File: config.mk
export PLATFORM = sky130hd
export DESIGN_NAME = vga_timing_gen_flat
export DESIGN_NICKNAME = d
export VERILOG_FILES = /design/src/rtl/vga_timing_if.sv /design/src/rtl/vga_timing_gen.sv /design/src/flat_wrapper.sv
export SDC_FILE = /design/constraint.sdc
export NUM_CORES = 1
export LEC_CHECK = 0
export CORE_MARGIN = 10
export CORE_UTILIZATION = 25
export CTS_CLUSTER_SIZE = 24
export DETAILED_ROUTE_END_ITERATION = 16
export PLACE_DENSITY_LB_ADDON = 0.2
export RECOVER_POWER = 50
export SYNTH_ARGS = -nofsm -noshare
export SYNTH_HDL_FRONTEND = slang
export SYNTH_SLANG_ARGS = --single-unit
File: constraint.sdc
create_clock -name pixel_clk -period 2.45 [get_ports pixel_clk]
set_input_delay 0.735 -clock pixel_clk [delete_from_list [all_inputs] [get_ports pixel_clk]]
set_output_delay 0.735 -clock pixel_clk [all_outputs]
set_load 0.005 [all_outputs]
File: src/rtl/vga_timing_if.sv
// Raster timing bundle between the VGA timing generator and the output stage.
// frame_count is present only when VGA_FRAME_COUNT_EN is defined.
interface vga_timing_if;
    logic        en;
    logic [10:0] drawX;
    logic [10:0] drawY;
    logic        hs;
    logic        vs;
    logic        blank;
    logic        frame_clk;
`ifdef VGA_FRAME_COUNT_EN
    logic [15:0] frame_count;

    modport master (input en, output drawX, drawY, hs, vs, blank, frame_clk, frame_count);
    modport slave  (output en, input drawX, drawY, hs, vs, blank, frame_clk, frame_count);
`else
    modport master (input en, output drawX, drawY, hs, vs, blank, frame_clk);
    modport slave  (output en, input drawX, drawY, hs, vs, blank, frame_clk);
`endif
endinterface

File: src/rtl/vga_timing_gen.sv
// 640x480@60 VGA raster timing: registered coordinates, syncs, blank and frame tick.
// Optional VGA_FRAME_COUNT_EN adds a 16-bit frame counter output.
module vga_timing_gen #(
    parameter int H_ACTIVE = 640,
    parameter int H_FP     = 16,
    parameter int H_SYNC   = 96,
    parameter int H_BP     = 48,
    parameter int V_ACTIVE = 480,
    parameter int V_FP     = 10,
    parameter int V_SYNC   = 2,
    parameter int V_BP     = 33
) (
    input  logic         pixel_clk,
    input  logic         rst_n,
    vga_timing_if.master bus
);
    localparam int H_TOTAL = H_ACTIVE + H_FP + H_SYNC + H_BP;
    localparam int V_TOTAL = V_ACTIVE + V_FP + V_SYNC + V_BP;

    logic [10:0] r_h_cnt, r_v_cnt;
    logic [10:0] r_drawX, r_drawY;
    logic        r_hs, r_vs, r_blank, r_frame_clk;
    logic        w_h_last, w_v_last;
    logic        w_blank, w_hs, w_vs, w_frame_tick;

    assign w_h_last = (r_h_cnt == 11'(H_TOTAL - 1));
    assign w_v_last = (r_v_cnt == 11'(V_TOTAL - 1));

    always_ff @(posedge pixel_clk or negedge rst_n) begin
        if (!rst_n) begin
            r_h_cnt <= '0;
            r_v_cnt <= '0;
        end else if (bus.en) begin
            if (w_h_last) begin
                r_h_cnt <= '0;
                r_v_cnt <= w_v_last ? 11'd0 : r_v_cnt + 11'd1;
            end else begin
                r_h_cnt <= r_h_cnt + 11'd1;
            end
        end
    end

    assign w_blank      = (r_h_cnt >= 11'(H_ACTIVE)) || (r_v_cnt >= 11'(V_ACTIVE));
    assign w_hs         = !((r_h_cnt >= 11'(H_ACTIVE + H_FP)) &&
                            (r_h_cnt <  11'(H_ACTIVE + H_FP + H_SYNC)));
    assign w_vs         = !((r_v_cnt >= 11'(V_ACTIVE + V_FP)) &&
                            (r_v_cnt <  11'(V_ACTIVE + V_FP + V_SYNC)));
    assign w_frame_tick = (r_h_cnt == 11'd0) && (r_v_cnt == 11'(V_ACTIVE));

    // frame_clk drops while paused so a held tick cannot be seen twice
    always_ff @(posedge pixel_clk or negedge rst_n) begin
        if (!rst_n) begin
            r_drawX     <= '0;
            r_drawY     <= '0;
            r_hs        <= 1'b1;
            r_vs        <= 1'b1;
            r_blank     <= 1'b1;
            r_frame_clk <= 1'b0;
        end else if (bus.en) begin
            r_drawX     <= r_h_cnt;
            r_drawY     <= r_v_cnt;
            r_hs        <= w_hs;
            r_vs        <= w_vs;
            r_blank     <= w_blank;
            r_frame_clk <= w_frame_tick;
        end else begin
            r_frame_clk <= 1'b0;
        end
    end

    assign bus.drawX     = r_drawX;
    assign bus.drawY     = r_drawY;
    assign bus.hs        = r_hs;
    assign bus.vs        = r_vs;
    assign bus.blank     = r_blank;
    assign bus.frame_clk = r_frame_clk;

`ifdef VGA_FRAME_COUNT_EN
    logic [15:0] r_frame_count;

    always_ff @(posedge pixel_clk or negedge rst_n) begin
        if (!rst_n)
            r_frame_count <= '0;
        else if (bus.en && w_frame_tick)
            r_frame_count <= r_frame_count + 16'd1;
    end

    assign bus.frame_count = r_frame_count;
`endif
endmodule

File: src/flat_wrapper.sv
// flat-port wrapper written by rule: the top's interface ports become plain ports
module vga_timing_gen_flat 
#(
    parameter int H_ACTIVE = 640,
    parameter int H_FP     = 16,
    parameter int H_SYNC   = 96,
    parameter int H_BP     = 48,
    parameter int V_ACTIVE = 480,
    parameter int V_FP     = 10,
    parameter int V_SYNC   = 2,
    parameter int V_BP     = 33
)
  (pixel_clk, rst_n, bus_en, bus_drawX, bus_drawY, bus_hs, bus_vs, bus_blank, bus_frame_clk);
  vga_timing_if bus_i ();
  input  logic pixel_clk;
  input  logic rst_n;
  input wire logic [$bits(bus_i.en)-1:0] bus_en;
  output wire logic [$bits(bus_i.drawX)-1:0] bus_drawX;
  output wire logic [$bits(bus_i.drawY)-1:0] bus_drawY;
  output wire logic [$bits(bus_i.hs)-1:0] bus_hs;
  output wire logic [$bits(bus_i.vs)-1:0] bus_vs;
  output wire logic [$bits(bus_i.blank)-1:0] bus_blank;
  output wire logic [$bits(bus_i.frame_clk)-1:0] bus_frame_clk;
  assign bus_i.en = bus_en;
  assign bus_drawX = bus_i.drawX;
  assign bus_drawY = bus_i.drawY;
  assign bus_hs = bus_i.hs;
  assign bus_vs = bus_i.vs;
  assign bus_blank = bus_i.blank;
  assign bus_frame_clk = bus_i.frame_clk;
  vga_timing_gen #(.H_ACTIVE(H_ACTIVE), .H_FP(H_FP), .H_SYNC(H_SYNC), .H_BP(H_BP), .V_ACTIVE(V_ACTIVE), .V_FP(V_FP), .V_SYNC(V_SYNC), .V_BP(V_BP)) u_core (.pixel_clk(pixel_clk), .rst_n(rst_n), .bus(bus_i));
endmodule
==> results of run 1 <==
area by class of cell:
| type | count | share of cell area [%] |
|---|---|---|
| flip-flops and latches | 48 | 43.16 |
| multi-input cells | 124 | 34.51 |
| repair buffers | 40 | 13.22 |
| well taps | 108 | 4.841 |
| clock buffers | 6 | 2.958 |
| inverters | 7 | 0.9413 |
| clock inverters | 2 | 0.3586 |
cell families after synthesis:
family / Yosys count
multiplexers: 22
XOR/XNOR: 12
AND/OR/NAND/NOR: 61
buffers and inverters: 14
adder cells (fa/ha/maj): 4
flip-flops: 48
AO/OA/AOI/OAI: 25
layer usage:
| layer | up-vias | wire (um) | track usage [%] |
|---|---|---|---|
| met1 | 795 | 2480 | 10.69 |
| met3 | 10 | 262 | 2.883 |
| met2 | 31 | 2519 | 13.48 |
| met4 | 0 | 108 | 3.342 |
| li1 | 760 | - | - |
| met5 | - | 0 | 0 |
layout by cell type (no fill, tap or decap), types with 3 or more instances in the layout:
cell / count
sky130_fd_sc_hd__a21oi_1: 3
sky130_fd_sc_hd__a31oi_1: 3
sky130_fd_sc_hd__and3_1: 5
sky130_fd_sc_hd__and4_1: 3
sky130_fd_sc_hd__buf_4: 9
sky130_fd_sc_hd__clkbuf_1: 3
sky130_fd_sc_hd__clkbuf_8: 6
sky130_fd_sc_hd__clkdlybuf4s50_1: 26
sky130_fd_sc_hd__dfrtp_1: 45
sky130_fd_sc_hd__dfstp_2: 3
sky130_fd_sc_hd__ha_1: 4
sky130_fd_sc_hd__inv_1: 7
sky130_fd_sc_hd__mux2_2: 21
sky130_fd_sc_hd__nand2_1: 12
sky130_fd_sc_hd__nand3_1: 9
sky130_fd_sc_hd__nand4_1: 7
sky130_fd_sc_hd__nor2_1: 5
sky130_fd_sc_hd__nor3_1: 3
sky130_fd_sc_hd__nor4_1: 6
sky130_fd_sc_hd__o21ai_0: 6
sky130_fd_sc_hd__xnor2_1: 8
sky130_fd_sc_hd__xor2_1: 4
state kept, by name, summed over array words and instances (netlist names):
name,count
u_core.bus.drawX,11
u_core.bus.drawY,11
u_core.r_h_cnt,11
u_core.r_v_cnt,11
u_core.bus.blank,1
u_core.bus.frame_clk,1
u_core.bus.hs,1
u_core.bus.vs,1
where the power goes:
part	internal [mW]	total (mW)	switching (mW)
clock	0.226	0.492	0.267
combinational	0.192	0.325	0.133
sequential	0.882	0.989	0.107
total	1.30	1.81	0.507
how the worst max path moves through the flow:
| stage | startpoint | endpoint | slack (ps) | depth (start not counted) |
|---|---|---|---|---|
| 2_1_floorplan | u_core.r_h_cnt[5] | u_core.r_v_cnt[3] | 560 | 5 |
| 3_3_place_gp | bus_en | u_core.r_h_cnt[7] | 30 | 6 |
| 3_5_place_dp | bus_en | u_core.r_h_cnt[7] | 60 | 6 |
| 4_1_cts | u_core.bus.vs | bus_vs | 340 | 1 |
| 5_1_grt | bus_en | u_core.r_h_cnt[7] | 190 | 6 |
| 6_report | bus_en | u_core.r_h_cnt[7] | 310 | 6 |
critical path, stage by stage:
cell and delay, ps:
sky130_fd_sc_hd__dlygate4sd3_1 630, sky130_fd_sc_hd__buf_4 220, sky130_fd_sc_hd__and4_1 260, sky130_fd_sc_hd__nand3_1 160
sky130_fd_sc_hd__nor2_1 210, sky130_fd_sc_hd__xor2_1 150
==> impl_metrics.prom, run 1 <==
# TYPE chip_impl_metric gauge
chip_impl_info{name="run_status",value="completed"} 1
chip_impl_metric{name="async_reset_ff_share",unit="%"} 100.0
chip_impl_info{name="synth_top_family_by_area",value="simple AND/OR/NAND/NOR gates"} 1
chip_impl_metric{name="placement_rows",unit=""} 34
chip_impl_metric{name="cts.sink_count",unit=""} 48
chip_impl_metric{name="tritoncts.num_buffers",unit=""} 5
chip_impl_metric{name="antenna_violating_nets_post_route",unit=""} 0
chip_impl_metric{name="post-dp-hpwl",unit="um"} 3910
chip_impl_metric{name="ctsResizeCount",unit=""} 0
chip_impl_metric{name="worst_clock_skew",unit="ps"} 7.373
chip_impl_metric{name="grt_antenna_before_repair",unit=""} 0
chip_impl_info{name="r2r_end",value="u_core.r_v_cnt[3]"} 1
chip_impl_info{name="root_buffer_cell",value="sky130_fd_sc_hd__clkbuf_8"} 1
chip_impl_metric{name="syn_nets",unit=""} 193
chip_impl_metric{name="first_pass_iters",unit=""} 4
chip_impl_info{name="holdCritStartpoint",value="u_core.bus.hs"} 1
chip_impl_metric{name="finalHoldViolCount",unit=""} 0
chip_impl_metric{name="critical_path_peak_fanout",unit=""} 10
chip_impl_metric{name="synth-adder-area-share",unit="%"} 2.246
chip_impl_info{name="unrepaired_setup_endpoints_after_global_routing",value="no"} 1
chip_impl_metric{name="first_pass_grt_wire_length",unit="um"} 9094
chip_impl_metric{name="area_share_of_the_largest_cell_type_after_synthesis",unit="%"} 50.53
chip_impl_metric{name="worst_pin_slew",unit="ps"} 1236
chip_impl_metric{name="total_power",unit="mW"} 1.807
chip_impl_metric{name="drt_wl_total",unit="um"} 5371
chip_impl_metric{name="layout.nets",unit=""} 233
chip_impl_metric{name="grt_start_max_net_pins",unit=""} 30
chip_impl_metric{name="cts_htree_levels",unit=""} 2
chip_impl_metric{name="dieHeight",unit="um"} 114.4
chip_impl_metric{name="die_width",unit="um"} 114.4
chip_impl_info{name="path_class",value="in -> reg"} 1
chip_impl_metric{name="worst-r2r-setup-slack",unit="ps"} 450
chip_impl_metric{name="ctsHoldBuffers",unit=""} 0
chip_impl_metric{name="synth.yosys.warnings",unit=""} 0
chip_impl_metric{name="placed_area",unit="um2"} 2708
chip_impl_metric{name="syn-cell-area",unit="um2"} 2228
chip_impl_metric{name="yosys_register_bits",unit=""} 48
chip_impl_metric{name="setup-violations-final",unit=""} 0
chip_impl_metric{name="post-route-min-period",unit="ps"} 2136
chip_impl_metric{name="timing.final.max_slew_violations",unit=""} 0
chip_impl_metric{name="setup_total_negative_slack",unit="ps"} 0
chip_impl_metric{name="clkTransAtPathRegs",unit="ps"} 90
chip_impl_metric{name="required_time_reported_for_the_critical_path_endpoint",unit="ps"} 2680
chip_impl_metric{name="finish.utilization",unit="%"} 32.17
chip_impl_metric{name="post-cts-setup-buffer-count",unit=""} 0
chip_impl_metric{name="dpl_worst_slack",unit="ps"} 59.15
chip_impl_metric{name="max_freq",unit="MHz"} 468.3
chip_impl_metric{name="grt_util_all_layers",unit="%"} 8.619
chip_impl_metric{name="post-route-period-util",unit="%"} 87.17
chip_impl_metric{name="antenna-diode-count",unit=""} 0
chip_impl_metric{name="synth-simple-area-share",unit="%"} 16.96
chip_impl_metric{name="yosys-mux-area-fraction",unit="%"} 11.29
chip_impl_info{name="yosysMostFrequentCell",value="sky130_fd_sc_hd__dfrtp_1"} 1
chip_impl_metric{name="final_cell_area",unit="um2"} 2791
chip_impl_metric{name="dp.cells",unit=""} 327
chip_impl_metric{name="synth_compound_area_share",unit="%"} 8.029
chip_impl_metric{name="register_area",unit="um2"} 1205
chip_impl_metric{name="synthCells",unit=""} 186
chip_impl_info{name="synthFlopType",value="sky130_fd_sc_hd__dfrtp_1"} 1
chip_impl_info{name="end_kind",value="register"} 1
chip_impl_metric{name="synth_cell_types",unit=""} 43
chip_impl_metric{name="final.fill_count",unit=""} 928
chip_impl_info{name="synth.largest_area_cell",value="sky130_fd_sc_hd__dfrtp_1"} 1
chip_impl_metric{name="design.core.area",unit="um2"} 8678
chip_impl_metric{name="finalHoldWorstSlack",unit="ps"} 503.6
chip_impl_metric{name="detailroute.via_count",unit=""} 1596
chip_impl_metric{name="gp_congestion",unit=""} 0.8277
chip_impl_metric{name="number_of_enable_type_register_cells_in_the_synthesized_netlist",unit=""} 0
chip_impl_info{name="critical_path.startpoint_type",value="input port"} 1
chip_impl_metric{name="clock_path_buffers",unit=""} 2
chip_impl_metric{name="clock_insertion_delay_worst_skew",unit="ps"} 300
chip_impl_metric{name="routedWlPerCell",unit="um"} 16.03
chip_impl_metric{name="vdd_ir_drop_max",unit="mV"} 0.3149
chip_impl_metric{name="p_leak",unit="nW"} 1.199
chip_impl_metric{name="io-pin-count",unit=""} 29
chip_impl_metric{name="drv.max_cap_violation_count",unit=""} 0
chip_impl_metric{name="initialDrtViolationCount",unit=""} 67
chip_impl_metric{name="drive_gt1_share",unit="%"} 22.91
chip_impl_metric{name="post_synth.cell_area_avg",unit="um2"} 11.98
chip_impl_metric{name="critical_path_arrival",unit="ps"} 2370
chip_impl_metric{name="initial_core_utilization",unit="%"} 25.68
chip_impl_metric{name="hold_path_depth",unit=""} 2
chip_impl_metric{name="worst_slack",unit="ps"} 314.4
chip_impl_metric{name="dieArea",unit="um2"} 13090
chip_impl_info{name="hold_end",value="u_core.bus.hs"} 1
chip_impl_metric{name="syn2layout_area_growth",unit="%"} 25.27
chip_impl_metric{name="rr_worst_depth",unit=""} 4
chip_impl_metric{name="globalRouteOverflowTotal",unit=""} 0
chip_impl_metric{name="port_buffers",unit=""} 28
chip_impl_metric{name="timing.slew.headroom",unit="%"} 17.59
chip_impl_info{name="netlist_top_cells_area",value="sky130_fd_sc_hd__dfrtp_1, sky130_fd_sc_hd__mux2_2, sky130_fd_sc_hd__dfstp_2"} 1
chip_impl_info{name="clock_tree_from_tritoncts",value="built"} 1
chip_impl_metric{name="power.density",unit="nW/um2"} 647.3
chip_impl_metric{name="drt-vias-per-instance",unit=""} 4.764
chip_impl_info{name="timing.hold.worst.class",value="reg -> reg"} 1
chip_impl_metric{name="ys_seq_area_share",unit="%"} 54.07
chip_impl_info{name="post_synth_most_frequent_cells",value="sky130_fd_sc_hd__dfrtp_1, sky130_fd_sc_hd__mux2_2, sky130_fd_sc_hd__nand2_1"} 1
chip_impl_metric{name="yosys.area_share.xor_xnor",unit="%"} 4.716
chip_impl_metric{name="grt_pass1_vias",unit=""} 1707
chip_impl_info{name="launch_instance_of_the_worst_register_to_register_path",value="u_core.r_h_cnt[5]"} 1
chip_impl_metric{name="final_cells",unit=""} 335
chip_impl_metric{name="post-route-drc-count",unit=""} 0
chip_impl_metric{name="multi_input_comb_area",unit="um2"} 963.4
Note: power is estimated with default switching activity, not from simulation.
==> run 2: changes to the inputs <==
Settings changed: ABC_AREA set to 1.
==> run 2 against run 1 <==
Against the previous run: design area rose by 2.0%; largest cell class unchanged; largest power group unchanged; clock power rose by 23%; routed wire length rose by 1.8%; die area rose by 3.5%; critical path depth did not move; first-iteration DRC count rose by 94%.
==> impl_metrics.prom, run 2 <==
# TYPE chip_impl_metric gauge
chip_impl_metric{name="yosys-mux-area-fraction",unit="%"} 0
chip_impl_metric{name="drt-vias-per-instance",unit=""} 4.317
chip_impl_metric{name="yosys_register_bits",unit=""} 48
chip_impl_metric{name="critical_path_arrival",unit="ps"} 2310
chip_impl_metric{name="clock_insertion_delay_worst_skew",unit="ps"} 300
chip_impl_info{name="unrepaired_setup_endpoints_after_global_routing",value="no"} 1
chip_impl_metric{name="swShare",unit="%"} 28.29
chip_impl_metric{name="power.density",unit="nW/um2"} 695.8
chip_impl_metric{name="synth.yosys.warnings",unit=""} 0
chip_impl_metric{name="vdd_ir_drop_max",unit="mV"} 0.2645
chip_impl_metric{name="post-route-min-period",unit="ps"} 2115
chip_impl_metric{name="post-route-drc-count",unit=""} 0
chip_impl_info{name="run_status",value="completed"} 1
chip_impl_metric{name="drt_wl_total",unit="um"} 5467
chip_impl_metric{name="dp.cells",unit=""} 415
chip_impl_metric{name="gp_congestion",unit=""} 0.8217
chip_impl_metric{name="cts.sink_count",unit=""} 48
chip_impl_metric{name="cts_htree_levels",unit=""} 2
chip_impl_metric{name="port_buffers",unit=""} 28
chip_impl_metric{name="first_pass_grt_wire_length",unit="um"} 9294
chip_impl_metric{name="ctsResizeCount",unit=""} 0
chip_impl_metric{name="timing.final.max_slew_violations",unit=""} 0
chip_impl_metric{name="globalRouteOverflowTotal",unit=""} 0
chip_impl_metric{name="syn_nets",unit=""} 287
chip_impl_metric{name="dieHeight",unit="um"} 116.4
chip_impl_metric{name="clock_path_buffers",unit=""} 2
chip_impl_metric{name="synth_cell_types",unit=""} 27
chip_impl_metric{name="detailroute.via_count",unit=""} 1826
chip_impl_metric{name="routedWlPerCell",unit="um"} 12.92
chip_impl_metric{name="tritoncts.num_buffers",unit=""} 5
chip_impl_metric{name="yosys.area_share.xor_xnor",unit="%"} 3.393
chip_impl_metric{name="setup_total_negative_slack",unit="ps"} 0
chip_impl_metric{name="worst_clock_skew",unit="ps"} 11.18
chip_impl_info{name="synthFlopType",value="sky130_fd_sc_hd__dfrtp_1"} 1
chip_impl_metric{name="syn2layout_area_growth",unit="%"} 22.56
chip_impl_metric{name="finish.utilization",unit="%"} 31.11
chip_impl_metric{name="dieArea",unit="um2"} 13550
chip_impl_metric{name="comb_power_share",unit="%"} 18.8
chip_impl_metric{name="initial_core_utilization",unit="%"} 25.39
chip_impl_info{name="end_kind",value="register"} 1
chip_impl_metric{name="post_synth.cell_area_avg",unit="um2"} 8.298
chip_impl_metric{name="rr_worst_depth",unit=""} 7
chip_impl_metric{name="worst_pin_slew",unit="ps"} 1227
chip_impl_info{name="yosysMostFrequentCell",value="sky130_fd_sc_hd__nand2_1"} 1
chip_impl_metric{name="synth-simple-area-share",unit="%"} 28.70
chip_impl_metric{name="antenna-diode-count",unit=""} 0
chip_impl_metric{name="ctsHoldBuffers",unit=""} 0
chip_impl_metric{name="finalHoldViolCount",unit=""} 0
chip_impl_metric{name="drv.max_cap_violation_count",unit=""} 0
chip_impl_metric{name="grt_util_all_layers",unit="%"} 8.560
chip_impl_metric{name="placement_rows",unit=""} 35
chip_impl_info{name="final_cell_mix",value="sky130_fd_sc_hd__nand2_1, sky130_fd_sc_hd__dfrtp_1, sky130_fd_sc_hd__inv_1, sky130_fd_sc_hd__clkdlybuf4s50_1, sky130_fd_sc_hd__nor2_1"} 1
chip_impl_metric{name="post-dp-hpwl",unit="um"} 4143
chip_impl_metric{name="async_reset_ff_share",unit="%"} 100.0
chip_impl_metric{name="timing.slew.headroom",unit="%"} 18.17
chip_impl_metric{name="p_leak",unit="nW"} 1.352
chip_impl_metric{name="die_width",unit="um"} 116.4
chip_impl_info{name="netlist_top_cells_area",value="sky130_fd_sc_hd__dfrtp_1, sky130_fd_sc_hd__nand2_1, sky130_fd_sc_hd__inv_1"} 1
chip_impl_info{name="mostFrequentLayoutCell",value="sky130_fd_sc_hd__nand2_1"} 1
chip_impl_info{name="clock_tree_from_tritoncts",value="built"} 1
chip_impl_metric{name="drive_gt1_share",unit="%"} 6.410
chip_impl_metric{name="ys_seq_area_share",unit="%"} 51.86
chip_impl_metric{name="relative_contribution_of_sequential_cells_to_total_power",unit="%"} 50.6
chip_impl_metric{name="hold_path_depth",unit=""} 2
chip_impl_metric{name="number_of_enable_type_register_cells_in_the_synthesized_netlist",unit=""} 0
chip_impl_metric{name="first_pass_iters",unit=""} 4
chip_impl_metric{name="post-cts-setup-buffer-count",unit=""} 0
chip_impl_metric{name="grt_start_max_net_pins",unit=""} 34
chip_impl_metric{name="io-pin-count",unit=""} 29
chip_impl_info{name="critical_path.startpoint_type",value="input port"} 1
chip_impl_metric{name="internal_power",unit="mW"} 1.421
chip_impl_metric{name="area_share_of_the_largest_cell_type_after_synthesis",unit="%"} 48.47
chip_impl_metric{name="syn-cell-area",unit="um2"} 2323
chip_impl_info{name="path_class",value="in -> reg"} 1
chip_impl_info{name="synth_top_family_by_area",value="simple AND/OR/NAND/NOR gates"} 1
chip_impl_metric{name="initialDrtViolationCount",unit=""} 130
chip_impl_metric{name="critical_path_peak_fanout",unit=""} 33
chip_impl_metric{name="antenna_violating_nets_post_route",unit=""} 0
chip_impl_info{name="synth.largest_area_cell",value="sky130_fd_sc_hd__dfrtp_1"} 1
chip_impl_metric{name="post-route-period-util",unit="%"} 86.35
chip_impl_metric{name="setup-violations-final",unit=""} 0
chip_impl_metric{name="total_power",unit="mW"} 1.981
chip_impl_metric{name="synth_compound_area_share",unit="%"} 6.516
chip_impl_info{name="timing.hold.worst.class",value="reg -> reg"} 1
chip_impl_metric{name="max_freq",unit="MHz"} 472.7
chip_impl_metric{name="required_time_reported_for_the_critical_path_endpoint",unit="ps"} 2640
chip_impl_metric{name="p_switching",unit="mW"} 0.5605
chip_impl_metric{name="design.core.area",unit="um2"} 9153
chip_impl_metric{name="layout.nets",unit=""} 318
chip_impl_metric{name="grt_pass1_vias",unit=""} 1833
chip_impl_info{name="root_buffer_cell",value="sky130_fd_sc_hd__clkbuf_8"} 1
chip_impl_metric{name="final_cells",unit=""} 423
chip_impl_metric{name="finalHoldWorstSlack",unit="ps"} 475.0
chip_impl_metric{name="proportion_of_power_drawn_by_the_clock_network",unit="%"} 30.6
chip_impl_metric{name="synthCells",unit=""} 280
chip_impl_metric{name="grt_antenna_before_repair",unit=""} 0
chip_impl_metric{name="synth-adder-area-share",unit="%"} 2.154
chip_impl_metric{name="clkTransAtPathRegs",unit="ps"} 90
chip_impl_info{name="post_synth_most_frequent_cells",value="sky130_fd_sc_hd__nand2_1, sky130_fd_sc_hd__dfrtp_1, sky130_fd_sc_hd__inv_1"} 1
[run 2: cell types whose count changed in the layout (fill, tap and decap cells not counted), moves of 8 or more]
cell / change
sky130_fd_sc_hd__nand2_1: +69
sky130_fd_sc_hd__inv_1: +25
sky130_fd_sc_hd__mux2_2: -21
sky130_fd_sc_hd__nor2_1: +19
sky130_fd_sc_hd__o21ai_0: +17
sky130_fd_sc_hd__nand3_1: +13
sky130_fd_sc_hd__buf_4: -8
sky130_fd_sc_hd__xnor2_1: -8
[run 2: power groups by stage]
stage               Clock (mW)  Combinational (mW)  Sequential (mW)
global placement             0               0.381             1.02
CTS                      0.628               0.385             1.00
detailed placement           0               0.382             1.02
finish                   0.606               0.372             1.00
global route             0.665               0.426             1.02
floorplan                    0               0.191             1.01
[run 2: final timing paths]
check / startpoint / end / slack, ps
worst min-delay path: u_core.bus.drawY[5] / u_core.bus.drawY[5] / 480
worst max register to register: u_core.r_h_cnt[0] / u_core.r_v_cnt[3] / 860
max in group asynchronous: rst_n / u_core.bus.hs / 980
worst min register to register: u_core.bus.drawY[5] / u_core.bus.drawY[5] / 480
worst max-delay path: bus_en / u_core.r_h_cnt[3] / 330
min in group asynchronous: rst_n / u_core.bus.drawY[4] / 660
[run 2: layer usage]
layer	share of wire, %	wire (um)	vias up	GRT usage, %
met5	0	0	-	0
met4	1.1	61	0	2.752
met3	6.3	345	4	2.209
met2	43	2352	37	12.78
met1	50	2708	827	11.74
li1	-	-	958	-
[run 2: logic make-up after synthesis]
family | count (synthesis)
xor+xnor | 9
fa+ha+maj | 4
buf+inv | 41
compound gates | 29
flops | 48
simple gates | 149
[run 2: critical path, stage by stage]
cell,delay [ps]
sky130_fd_sc_hd__dlygate4sd3_1,560
sky130_fd_sc_hd__inv_1,190
sky130_fd_sc_hd__clkbuf_2,490
sky130_fd_sc_hd__o21ai_0,180
sky130_fd_sc_hd__nand3b_1,110
sky130_fd_sc_hd__inv_1,40
[run 2: layout make-up]
| class | instances | area [um2] |
|---|---|---|
| Fill cell | 941 | 6305 |
| Sequential cell | 48 | 1205 |
| Multi-Input combinational cell | 191 | 947.2 |
| Timing Repair Buffer | 32 | 310.3 |
| Tap cell | 111 | 138.9 |
| Inverter | 33 | 125.1 |
| Clock buffer | 6 | 82.58 |
| Clock inverter | 2 | 38.79 |
[run 2: per-stage QoR]
step	cell area, um2	setup WS [ps]
finish	2848	334.5
global route	2848	189.5
CTS	2855	344.2
detailed placement	2734	320.7
global placement	2734	305.5
floorplan	2323	966.7
==> run 3: changes to the inputs <==
Settings changed: PLACE_DENSITY_LB_ADDON 0.2 to unset, REMOVE_ABC_BUFFERS set to 1.
==> run 3 against run 2 <==
Against the previous run: non-clock buffer count fell by 1; highest routed layer unchanged; worst setup slack improved by 13 ps; count of clock-buffer cells in the layout rose by 1; routed wire length fell by 5.2%; sequential power barely moved; global-route usage fell by 0.42 points; critical path type is now reg -> out; via count rose by 1.3%; sequential cell count did not move.
==> impl_metrics.prom, run 3 (same netlist as run 2, synthesis figures left out) <==
# TYPE chip_impl_metric gauge
chip_impl_metric{name="register_area",unit="um2"} 1205
chip_impl_metric{name="critical_path_peak_fanout",unit=""} 2
chip_impl_metric{name="drive_gt1_share",unit="%"} 6.431
chip_impl_info{name="end_kind",value="primary output"} 1
chip_impl_metric{name="initialDrtViolationCount",unit=""} 131
chip_impl_metric{name="first_pass_iters",unit=""} 4
chip_impl_metric{name="post-route-period-util",unit="%"} 85.80
chip_impl_metric{name="worst_pin_slew",unit="ps"} 1152
chip_impl_metric{name="critPathBufInv",unit=""} 1
chip_impl_metric{name="worst_clock_skew",unit="ps"} 5.532
chip_impl_metric{name="cts.sink_count",unit=""} 48
chip_impl_metric{name="clock_path_buffers",unit=""} 2
chip_impl_metric{name="clock_insertion_delay_worst_skew",unit="ps"} 300
chip_impl_info{name="run_status",value="completed"} 1
chip_impl_metric{name="multi_input_comb_area",unit="um2"} 947.2
chip_impl_metric{name="comb_power_share",unit="%"} 18.3
chip_impl_info{name="unrepaired_setup_endpoints_after_global_routing",value="no"} 1
chip_impl_metric{name="p_leak",unit="nW"} 1.349
chip_impl_metric{name="setup_total_negative_slack",unit="ps"} 0
chip_impl_metric{name="post-dp-hpwl",unit="um"} 3740
chip_impl_metric{name="vdd_ir_drop_max",unit="mV"} 0.2506
chip_impl_metric{name="die_width",unit="um"} 116.4
chip_impl_info{name="timing.hold.worst.class",value="in -> async"} 1
chip_impl_info{name="clock_tree_from_tritoncts",value="built"} 1
chip_impl_metric{name="power.density",unit="nW/um2"} 704.6
chip_impl_info{name="critical_path_cell_by_cell",value="clkdlybuf4s50_1"} 1
chip_impl_metric{name="proportion_of_power_drawn_by_the_clock_network",unit="%"} 31.3
chip_impl_metric{name="relative_contribution_of_sequential_cells_to_total_power",unit="%"} 50.5
chip_impl_metric{name="port_buffers",unit=""} 28
chip_impl_metric{name="post-cts-setup-buffer-count",unit=""} 0
chip_impl_metric{name="timing.slew.headroom",unit="%"} 23.19
chip_impl_metric{name="critical-path-max-stage-delay",unit="ps"} 540
chip_impl_metric{name="antenna-diode-count",unit=""} 0
chip_impl_metric{name="grt_util_all_layers",unit="%"} 8.137
chip_impl_metric{name="final.fill_count",unit=""} 955
chip_impl_info{name="path_class",value="reg -> out"} 1
chip_impl_metric{name="finalHoldViolCount",unit=""} 0
chip_impl_metric{name="cts_htree_levels",unit=""} 2
chip_impl_metric{name="first_pass_grt_wire_length",unit="um"} 8818
chip_impl_metric{name="drv.max_cap_violation_count",unit=""} 0
chip_impl_metric{name="timing.final.max_slew_violations",unit=""} 0
chip_impl_metric{name="total_power",unit="mW"} 1.997
chip_impl_metric{name="routedWlPerCell",unit="um"} 12.28
chip_impl_info{name="mostFrequentLayoutCell",value="sky130_fd_sc_hd__nand2_1"} 1
chip_impl_info{name="critPathTopFamily",value="flip-flops"} 1
chip_impl_metric{name="swShare",unit="%"} 27.70
chip_impl_metric{name="detailroute.via_count",unit=""} 1850
chip_impl_metric{name="grt_start_max_net_pins",unit=""} 48
chip_impl_info{name="critical_path.startpoint_type",value="register"} 1
chip_impl_metric{name="finish.utilization",unit="%"} 30.96
chip_impl_metric{name="placement_rows",unit=""} 35
chip_impl_metric{name="tritoncts.num_buffers",unit=""} 5
chip_impl_metric{name="drt_wl_total",unit="um"} 5183
chip_impl_metric{name="clkTransAtPathRegs",unit="ps"} 90
chip_impl_metric{name="ctsHoldBuffers",unit=""} 0
chip_impl_metric{name="post-route-min-period",unit="ps"} 2102
chip_impl_metric{name="critical_path_arrival",unit="ps"} 1370
chip_impl_metric{name="finalHoldWorstSlack",unit="ps"} 198.5
chip_impl_metric{name="dieArea",unit="um2"} 13550
chip_impl_metric{name="max_freq",unit="MHz"} 475.7
chip_impl_metric{name="ctsResizeCount",unit=""} 0
chip_impl_metric{name="antenna_violating_nets_post_route",unit=""} 0
chip_impl_metric{name="grt_antenna_before_repair",unit=""} 0
chip_impl_metric{name="gp_congestion",unit=""} 0.8662
chip_impl_metric{name="io-pin-count",unit=""} 29
chip_impl_metric{name="drt-vias-per-instance",unit=""} 4.384
chip_impl_metric{name="required_time_reported_for_the_critical_path_endpoint",unit="ps"} 1710
chip_impl_metric{name="post-route-drc-count",unit=""} 0
chip_impl_info{name="worst_path_max_delay_cell",value="sky130_fd_sc_hd__dfstp_2"} 1
chip_impl_metric{name="initial_core_utilization",unit="%"} 25.39
chip_impl_info{name="root_buffer_cell",value="sky130_fd_sc_hd__clkbuf_8"} 1
chip_impl_metric{name="layout.nets",unit=""} 317
chip_impl_metric{name="internal_power",unit="mW"} 1.444
chip_impl_metric{name="p_switching",unit="mW"} 0.5530
chip_impl_metric{name="design.core.area",unit="um2"} 9153
chip_impl_metric{name="grt_pass1_vias",unit=""} 1792
chip_impl_metric{name="setup-violations-final",unit=""} 0
chip_impl_metric{name="globalRouteOverflowTotal",unit=""} 0
chip_impl_info{name="final_cell_mix",value="sky130_fd_sc_hd__nand2_1, sky130_fd_sc_hd__dfrtp_1, sky130_fd_sc_hd__inv_1, sky130_fd_sc_hd__clkdlybuf4s50_1, sky130_fd_sc_hd__nor2_1"} 1
chip_impl_metric{name="syn2layout_area_growth",unit="%"} 21.97
chip_impl_metric{name="dieHeight",unit="um"} 116.4
## run 3: changes by cell type in the layout (fill, tap and decap cells not counted)
cell / before / now
sky130_fd_sc_hd__clkbuf_1: 2 / 1
sky130_fd_sc_hd__clkbuf_2: 1 / 2
sky130_fd_sc_hd__clkinv_4: 1 / 0
sky130_fd_sc_hd__buf_12: 1 / 0
sky130_fd_sc_hd__clkbuf_8: 6 / 7
## run 3: worst paths after layout
path | start | end | slack (ps) | cells after the start
setup reg to reg | u_core.r_h_cnt[0] | u_core.r_v_cnt[3] | 880 | 7
hold / removal | rst_n | u_core.bus.drawY[10] | 200 | 1
max in group asynchronous | rst_n | u_core.r_v_cnt[0] | 970 | 2
hold reg to reg | u_core.bus.drawY[5] | u_core.bus.drawY[5] | 480 | 2
min in group pixel_clk | u_core.bus.drawY[5] | u_core.bus.drawY[5] | 480 | 2
setup / recovery | u_core.bus.blank | bus_blank | 350 | 1
## run 3: power by group through the flow
stage               clock [mW]  sequential (mW)  combinational (mW)
finish                   0.624             1.01               0.364
CTS                      0.635             1.01               0.379
global placement             0             1.02               0.371
detailed placement           0             1.02               0.374
floorplan                    0             1.01               0.184
global route             0.673             1.03               0.422
## run 3: per-stage QoR
stage                     worst slack (ps)  cell area [um2]  cells
after floorplan                      662.0             2277    272
after global placement               321.0             2726    414
after detailed placement             314.9             2726    414
after CTS                            335.7             2853    422
after global routing                 281.9             2834    422
final                                347.9             2834    422
## run 3: routing by layer
layer  track usage [%]  wire, um  share of wire, %  vias to the layer above
met4             3.670       119               2.3                        0
met1             10.47      2389                46                      858
met5                 0         0                 0                        -
met3             2.517       331               6.4                       10
met2             12.22      2343                45                       30
li1                  -         -                 -                      952
## run 3: layout make-up
cell class	instances	share of cell area [%]
repair buffers	31	10.29
clock inverters	1	1.060
well taps	111	4.901
flip-flops and latches	48	42.52
inverters	33	4.415
multi-input cells	191	33.42
clock buffers	7	3.400
